`src/rtl/fifo_read_stream_adapter.sv`:
```
// FIFO read-port to valid/ready stream adapter.
// Pops a FIFO whose read data returns READ_LATENCY cycles after rdreq and
// presents the items as a registered valid/ready stream. A small circular
// buffer of READ_LATENCY+2 entries absorbs the reads still in flight, so the
// request decision can use registered counts only and never looks at out_ready.

module fifo_read_stream_adapter_chk #(
    parameter int DEPTH = 2,
    parameter int OCC_W = 2
) (
    input  logic             clock,
    input  logic             rst,
    input  logic             capture_i,
    input  logic             rdreq_i,
    input  logic             empty_i,
    input  logic [OCC_W-1:0] occ_i,
    input  logic [OCC_W-1:0] inflight_i
);
    localparam logic [OCC_W:0] DEPTH_C = (OCC_W+1)'(DEPTH);

    a_no_capture_when_full: assert property (@(posedge clock) disable iff (rst)
        capture_i |-> ({1'b0, occ_i} != DEPTH_C));

    a_no_rdreq_when_empty: assert property (@(posedge clock) disable iff (rst)
        rdreq_i |-> !empty_i);

    a_outstanding_bound: assert property (@(posedge clock) disable iff (rst)
        (({1'b0, occ_i} + {1'b0, inflight_i}) <= DEPTH_C));
endmodule

module fifo_read_stream_adapter #(
    parameter int WIDTH        = 32,
    parameter int READ_LATENCY = 0
) (
    input  logic                                 clock,
    input  logic                                 rst,
    output logic                                 fifo_rdreq,
    input  logic                                 fifo_empty,
    input  logic [WIDTH-1:0]                     fifo_q,
    output logic                                 out_valid,
    input  logic                                 out_ready,
    output logic [WIDTH-1:0]                     out_data,
    output logic [$clog2(READ_LATENCY+3)-1:0]    occupancy
);
    localparam int DEPTH = READ_LATENCY + 2;
    localparam int OCC_W = $clog2(DEPTH + 1);
    localparam int PTR_W = $clog2(DEPTH);
    // One dummy bit when there is no read latency, held at zero.
    localparam int SHR_W = (READ_LATENCY > 0) ? READ_LATENCY : 1;

    localparam logic [PTR_W-1:0] PTR_LAST = PTR_W'(DEPTH - 1);
    localparam logic [OCC_W:0]   DEPTH_C  = (OCC_W+1)'(DEPTH);

    logic [WIDTH-1:0] mem_q [DEPTH];
    logic [PTR_W-1:0] wr_ptr_q, wr_ptr_d;
    logic [PTR_W-1:0] rd_ptr_q, rd_ptr_d;
    logic [OCC_W-1:0] occ_q, occ_d;
    logic [SHR_W-1:0] infl_q, infl_d;
    logic             out_valid_q, out_valid_d;
    logic [WIDTH-1:0] out_data_q, out_data_d;

    logic             capture_s;
    logic             pop_s;
    logic             room_s;
    logic [OCC_W-1:0] inflight_s;

    function automatic logic [OCC_W-1:0] popcount(input logic [SHR_W-1:0] v);
        logic [OCC_W-1:0] n;
        n = {OCC_W{1'b0}};
        for (int i = 0; i < SHR_W; i++) begin
            n = n + OCC_W'(v[i]);
        end
        return n;
    endfunction

    // The in-flight shift register delays each rdreq by READ_LATENCY cycles.
    generate
        if (READ_LATENCY <= 1) begin : g_shift_short
            assign infl_d = (READ_LATENCY == 0) ? 1'b0 : fifo_rdreq;
        end else begin : g_shift_long
            assign infl_d = {infl_q[SHR_W-2:0], fifo_rdreq};
        end
    endgenerate

    // With zero latency the data is captured in the same cycle as the request.
    assign capture_s  = (READ_LATENCY == 0) ? fifo_rdreq : infl_q[SHR_W-1];
    assign inflight_s = popcount(infl_q);
    assign pop_s      = out_valid_q && out_ready;
    assign room_s     = (({1'b0, occ_q} + {1'b0, inflight_s}) < DEPTH_C);
    assign fifo_rdreq = !rst && !fifo_empty && room_s;

    assign out_valid  = out_valid_q;
    assign out_data   = out_data_q;
    assign occupancy  = occ_q;

    // Next-state for pointers, occupancy and the registered stream outputs
    always_comb begin
        wr_ptr_d    = wr_ptr_q;
        rd_ptr_d    = rd_ptr_q;
        occ_d       = occ_q;
        out_valid_d = out_valid_q;
        out_data_d  = out_data_q;

        if (capture_s) begin
            wr_ptr_d = (wr_ptr_q == PTR_LAST) ? {PTR_W{1'b0}} : (wr_ptr_q + PTR_W'(1'b1));
        end else begin
            wr_ptr_d = wr_ptr_q;
        end

        if (pop_s) begin
            rd_ptr_d = (rd_ptr_q == PTR_LAST) ? {PTR_W{1'b0}} : (rd_ptr_q + PTR_W'(1'b1));
        end else begin
            rd_ptr_d = rd_ptr_q;
        end

        case ({capture_s, pop_s})
            2'b10:   occ_d = occ_q + OCC_W'(1'b1);
            2'b01:   occ_d = occ_q - OCC_W'(1'b1);
            default: occ_d = occ_q;
        endcase

        out_valid_d = (occ_d != {OCC_W{1'b0}});
        // The new head may be the word being captured right now (bypass).
        if (capture_s && (wr_ptr_q == rd_ptr_d)) begin
            out_data_d = fifo_q;
        end else begin
            out_data_d = mem_q[rd_ptr_d];
        end
    end

    // Control and output registers
    always_ff @(posedge clock or posedge rst) begin
        if (rst) begin
            wr_ptr_q    <= {PTR_W{1'b0}};
            rd_ptr_q    <= {PTR_W{1'b0}};
            occ_q       <= {OCC_W{1'b0}};
            infl_q      <= {SHR_W{1'b0}};
            out_valid_q <= 1'b0;
            out_data_q  <= {WIDTH{1'b0}};
        end else begin
            wr_ptr_q    <= wr_ptr_d;
            rd_ptr_q    <= rd_ptr_d;
            occ_q       <= occ_d;
            infl_q      <= infl_d;
            out_valid_q <= out_valid_d;
            out_data_q  <= out_data_d;
        end
    end

    // Buffer storage: FIFO read data is written when the delayed rdreq emerges
    always_ff @(posedge clock or posedge rst) begin
        if (rst) begin
            for (int i = 0; i < DEPTH; i++) begin
                mem_q[i] <= {WIDTH{1'b0}};
            end
        end else if (capture_s) begin
            mem_q[wr_ptr_q] <= fifo_q;
        end else begin
            mem_q[wr_ptr_q] <= mem_q[wr_ptr_q];
        end
    end

    fifo_read_stream_adapter_chk #(
        .DEPTH (DEPTH),
        .OCC_W (OCC_W)
    ) u_chk (
        .clock      (clock),
        .rst        (rst),
        .capture_i  (capture_s),
        .rdreq_i    (fifo_rdreq),
        .empty_i    (fifo_empty),
        .occ_i      (occ_q),
        .inflight_i (inflight_s)
    );
endmodule
```
`config.mk`:
```
export PLATFORM = sky130hd
export DESIGN_NAME = fifo_read_stream_adapter
export DESIGN_NICKNAME = d
export VERILOG_FILES = /design/src/rtl/fifo_read_stream_adapter.sv
export SDC_FILE = /design/constraint.sdc
export NUM_CORES = 1
export LEC_CHECK = 0
export ABC_CLOCK_PERIOD_IN_PS = 5250
export BUFFER_PORTS_ARGS = -buffer_cell sky130_fd_sc_hd__buf_2
export CAP_MARGIN = 10
export CORE_MARGIN = 8
export CORE_UTILIZATION = 25
export CTS_CLUSTER_DIAMETER = 80
export CTS_CLUSTER_SIZE = 28
export DETAILED_ROUTE_END_ITERATION = 6
export PLACE_DENSITY_LB_ADDON = 0.12
export REMOVE_ABC_BUFFERS = 1
export SYNTH_ARGS = -nofsm -noshare
export SYNTH_HDL_FRONTEND = slang
export SYNTH_SLANG_ARGS = --single-unit
```
`constraint.sdc`:
```
create_clock -name clock -period 5.25 [get_ports clock]
set_input_delay 0.7875 -clock clock [delete_from_list [all_inputs] [get_ports clock]]
set_output_delay 0.7875 -clock clock [all_outputs]
set_load 0.005 [all_outputs]
```
==> out/summary.log <==
qor: status.outcome completed
qor: floorplanning.row_count 50
qor: cts.cts_tree built
qor: cts.postCtsHoldBufs 0
qor: synthesis.yosys_warn_count 0
qor: sta.period_share 59.7%
qor: synthesis.synth_compound_area_share 21.3%
qor: synthesis.post_synth_most_frequent_cells sky130_fd_sc_hd__dfrtp_1, sky130_fd_sc_hd__mux2_2
qor: floorplanning.dieArea 23,900 um2
qor: cts.clk_latency 0.34 ns
qor: pwr.power 3.59 mW
qor: placement.dp.cells 682
qor: min_path.min_path_type flop to flop
qor: detailed_routing.postRouteWirelength 13.6 mm
qor: sta.finalHoldViolCount 0
qor: detailed_routing.routedWlPerCell 19.5 um
qor: final_layout.drive_above_1_share 36.3%
qor: synthesis.synthCells 412
qor: cts.post_cts_resized 0
qor: sta.max_freq 319 MHz
qor: detailed_routing.detailedRoute.firstPassIterationCount 4
qor: grt.global_route_wire_length_before_repair 22.4 mm
qor: synthesis.yosysSeqAreaShare 52.6%
qor: floorplanning.die-width 155 um
qor: sta.slew_headroom 27.7%
qor: sta.timing_max_transition_violations_final 0
qor: synthesis.synthTopCellsByArea sky130_fd_sc_hd__dfrtp_1, sky130_fd_sc_hd__mux2_2, sky130_fd_sc_hd__a221oi_1, sky130_fd_sc_hd__o21bai_1, sky130_fd_sc_hd__or4_1
qor: placement.post_dp_cell_area 5370 um2
qor: synthesis.synth_top_family_by_area compound AO/OA/AOI/OAI gates
qor: cts.worst_setup_hold_path_clk_slew 0.07 ns
qor: detailed_routing.avgViaCountPerCell 5.37
qor: final_layout.final-instance-count-excl-fill 698
qor: sta.timing.final.setup_violations 0
qor: placement.portBuffers 71
qor: placement.hpwl 7.90 mm
qor: synthesis.avgSynthCellArea 11.7 um2
qor: setup_path.cp_max_fo 47
qor: pwr.power.switching_fraction 35.7%
qor: grt.grt_antenna_before_repair 2
qor: pwr.share_seq_of_total_power 39.5%
qor: synthesis.synth_xor_area_share 0.729%
qor: final_layout.nets 496
qor: synthesis.synth_simple_gate_area_share 5.99%
qor: setup_path.startpoint_to_endpoint_class_of_the_critical_path primary input to flop
qor: pwr.peakVddDrop 0.258 mV
qor: cts.cts-root-buf sky130_fd_sc_hd__clkbuf_16
qor: floorplanning.floorplan.core_area 18,800 um2
qor: synthesis.synth.mux.area_fraction 15.2%
qor: synthesis.yosys_register_bits 101
qor: sta.final.setup.tns 0 ns
qor: setup_path.crit_path_start_kind primary input
qor: synthesis.netlist-cell-type-count 24
qor: detailed_routing.ant_nets 0
qor: final_layout.n_fill_cell 1,947
qor: pwr.clkPwrFrac 19.5%
qor: pwr.powerDensity 632 nW/um2
qor: grt.track_usage 11.8%
qor: setup_path.cp_data_arrival_time 3.37 ns
qor: synthesis.netlist.top_cell.by_area sky130_fd_sc_hd__dfrtp_1
qor: cts.clock-sinks 101
qor: cts.number_of_post_cts_setup_repair_buffers 0
qor: grt.grt_ovf 0
qor: cts.cts_made_buffers 9
qor: sta.timing.clock.skew 0.00555 ns
qor: synthesis.synth_area 4800 um2
qor: flow_run.cap_viol_max_count 0
qor: final_layout.final_design_area_no_fill 5680 um2
qor: grt.grt_pass1_vias 3,990
qor: floorplanning.ioPinCount 72
qor: pwr.combinational_cell_fraction_of_total_power 41.1%
qor: setup_path.worst_ep_required_time 5.48 ns
qor: pwr.pint 2.31 mW
qor: synthesis.synth_enable_flop_cells 0
qor: cts.clockBufferDepth 2
qor: sta.max_slew.worst_pin.slew 1.08 ns
qor: setup_path.timing.critical_path.to_type flop
qor: synthesis.synth_most_common_cell sky130_fd_sc_hd__dfrtp_1
qor: final_layout.postLayoutCoreUtil 30.2%
qor: sta.rsz0062_at_grt false
qor: placement.gp_routability_congestion 0.667
qor: sta.fin_crit 3.13 ns
qor: synthesis.netlist.area_leader.share 52.6%
qor: synthesis.ys.flop_type sky130_fd_sc_hd__dfrtp_1
qor: final_layout.area_delta_synth_final 18.2%
qor: pwr.switching_power_summed_over_all_nets 1.28 mW
qor: cts.htreeDepth 3
qor: detailed_routing.first_iter_violations 245
qor: synthesis.arithmetic_cell_share_of_the_synthesized_area_counting_full_adders_half_adders_and_majority_gates 0.260%
qor: detailed_routing.detailroute.via_count 3,746
qor: grt.grt_max_degree 70
qor: floorplanning.fp.dieH 155 um
qor: synthesis.async_reset_ff_share 100%
qor: pwr.p_leak 2.35 nW
qor: detailed_routing.route.detailed.drc 0
qor: floorplanning.initial_utilization 25.6%
registers in the layout (all words and copies together), names as in the netlist:
| name | count |
|---|---|
| mem_q | 64 |
| occupancy | 2 |
| out_data | 32 |
| out_valid | 1 |
| rd_ptr_q | 1 |
| wr_ptr_q | 1 |
power groups by stage:
| stage | logic (mW) | registers [mW] | clock network, mW |
|---|---|---|---|
| after floorplan | 0.981 | 1.40 | 0 |
| after global placement | 1.45 | 1.42 | 0 |
| after detailed placement | 1.49 | 1.43 | 0 |
| after CTS | 1.50 | 1.42 | 0.730 |
| after global routing | 1.66 | 1.47 | 0.754 |
| final | 1.47 | 1.42 | 0.699 |
path summary, 6_finish.rpt:
path	start	endpoint	slack, ns	cells after the start
worst max register to register	out_valid	out_data[18]	2.25	5
worst min register to register	mem_q[14]	mem_q[14]	0.50	1
min in group asynchronous	rst	occupancy[1]	0.67	2
max in group asynchronous	rst	wr_ptr_q	3.55	3
worst max-delay path	out_ready	out_data[18]	2.12	6
worst min-delay path	mem_q[14]	mem_q[14]	0.50	1
per-stage QoR:
step / hold WS (ns) / setup slack [ns]
after global placement: 0.478 / 1.81
after detailed placement: 0.483 / 1.73
after floorplan: 0.467 / 1.68
after CTS: 0.500 / 2.11
after global routing: 0.510 / 1.87
final: 0.497 / 2.12
cell usage in the layout (no fill, tap or decap), drive strengths merged:
cell type,count
o21ai,32
and3b,1
diode,1
buf,79
ha,1
xor2,1
xnor2,3
nand2,1
dfrtp,101
o22ai,31
a21boi,1
bufinv,1
inv,2
nor2,2
or4,31
nor3,1
mux2,65
o21bai,31
a221oi,31
and2,1
a21oi,31
or2,2
clkbuf,14
kinds of logic after synthesis:
group | Yosys count
and+or+nand+nor | 39
xor gates and xnor gates | 4
DFF | 101
AOI/OAI and AO/OA | 157
muxes | 65
buffers and inverters | 45
adders and majority gates | 1
cell type report:
type                       count  area (um2)  area share, %
clock inverter                 1        30.0          0.529
tap                          234         293           5.16
sequential                   101        2530           44.6
inverter                       2        10.0          0.176
antenna                        1        2.50         0.0441
timing repair buffer          79         415           7.32
clock buffer                  14         274           4.83
multi-input combinational    266        2120           37.4
layer usage:
metal	wire length (um)	up-vias	part of all wire (%)	global-route usage (%)
li1	-	1701	-	-
met1	6300	1937	46	14.7
met2	6470	89	48	19.1
met3	622	17	4.6	3.26
met4	216	2	1.6	4.43
met5	13	-	0.095	0
worst max-delay path, stage by stage:
cell and delay (ns):
sky130_fd_sc_hd__buf_2 0.12, sky130_fd_sc_hd__a21boi_4 0.74, sky130_fd_sc_hd__or2_2 0.85, sky130_fd_sc_hd__buf_4 0.37, sky130_fd_sc_hd__o22ai_1 0.10, sky130_fd_sc_hd__a221oi_1 0.37
No activity file was read; power rests on OpenSTA's default activity.
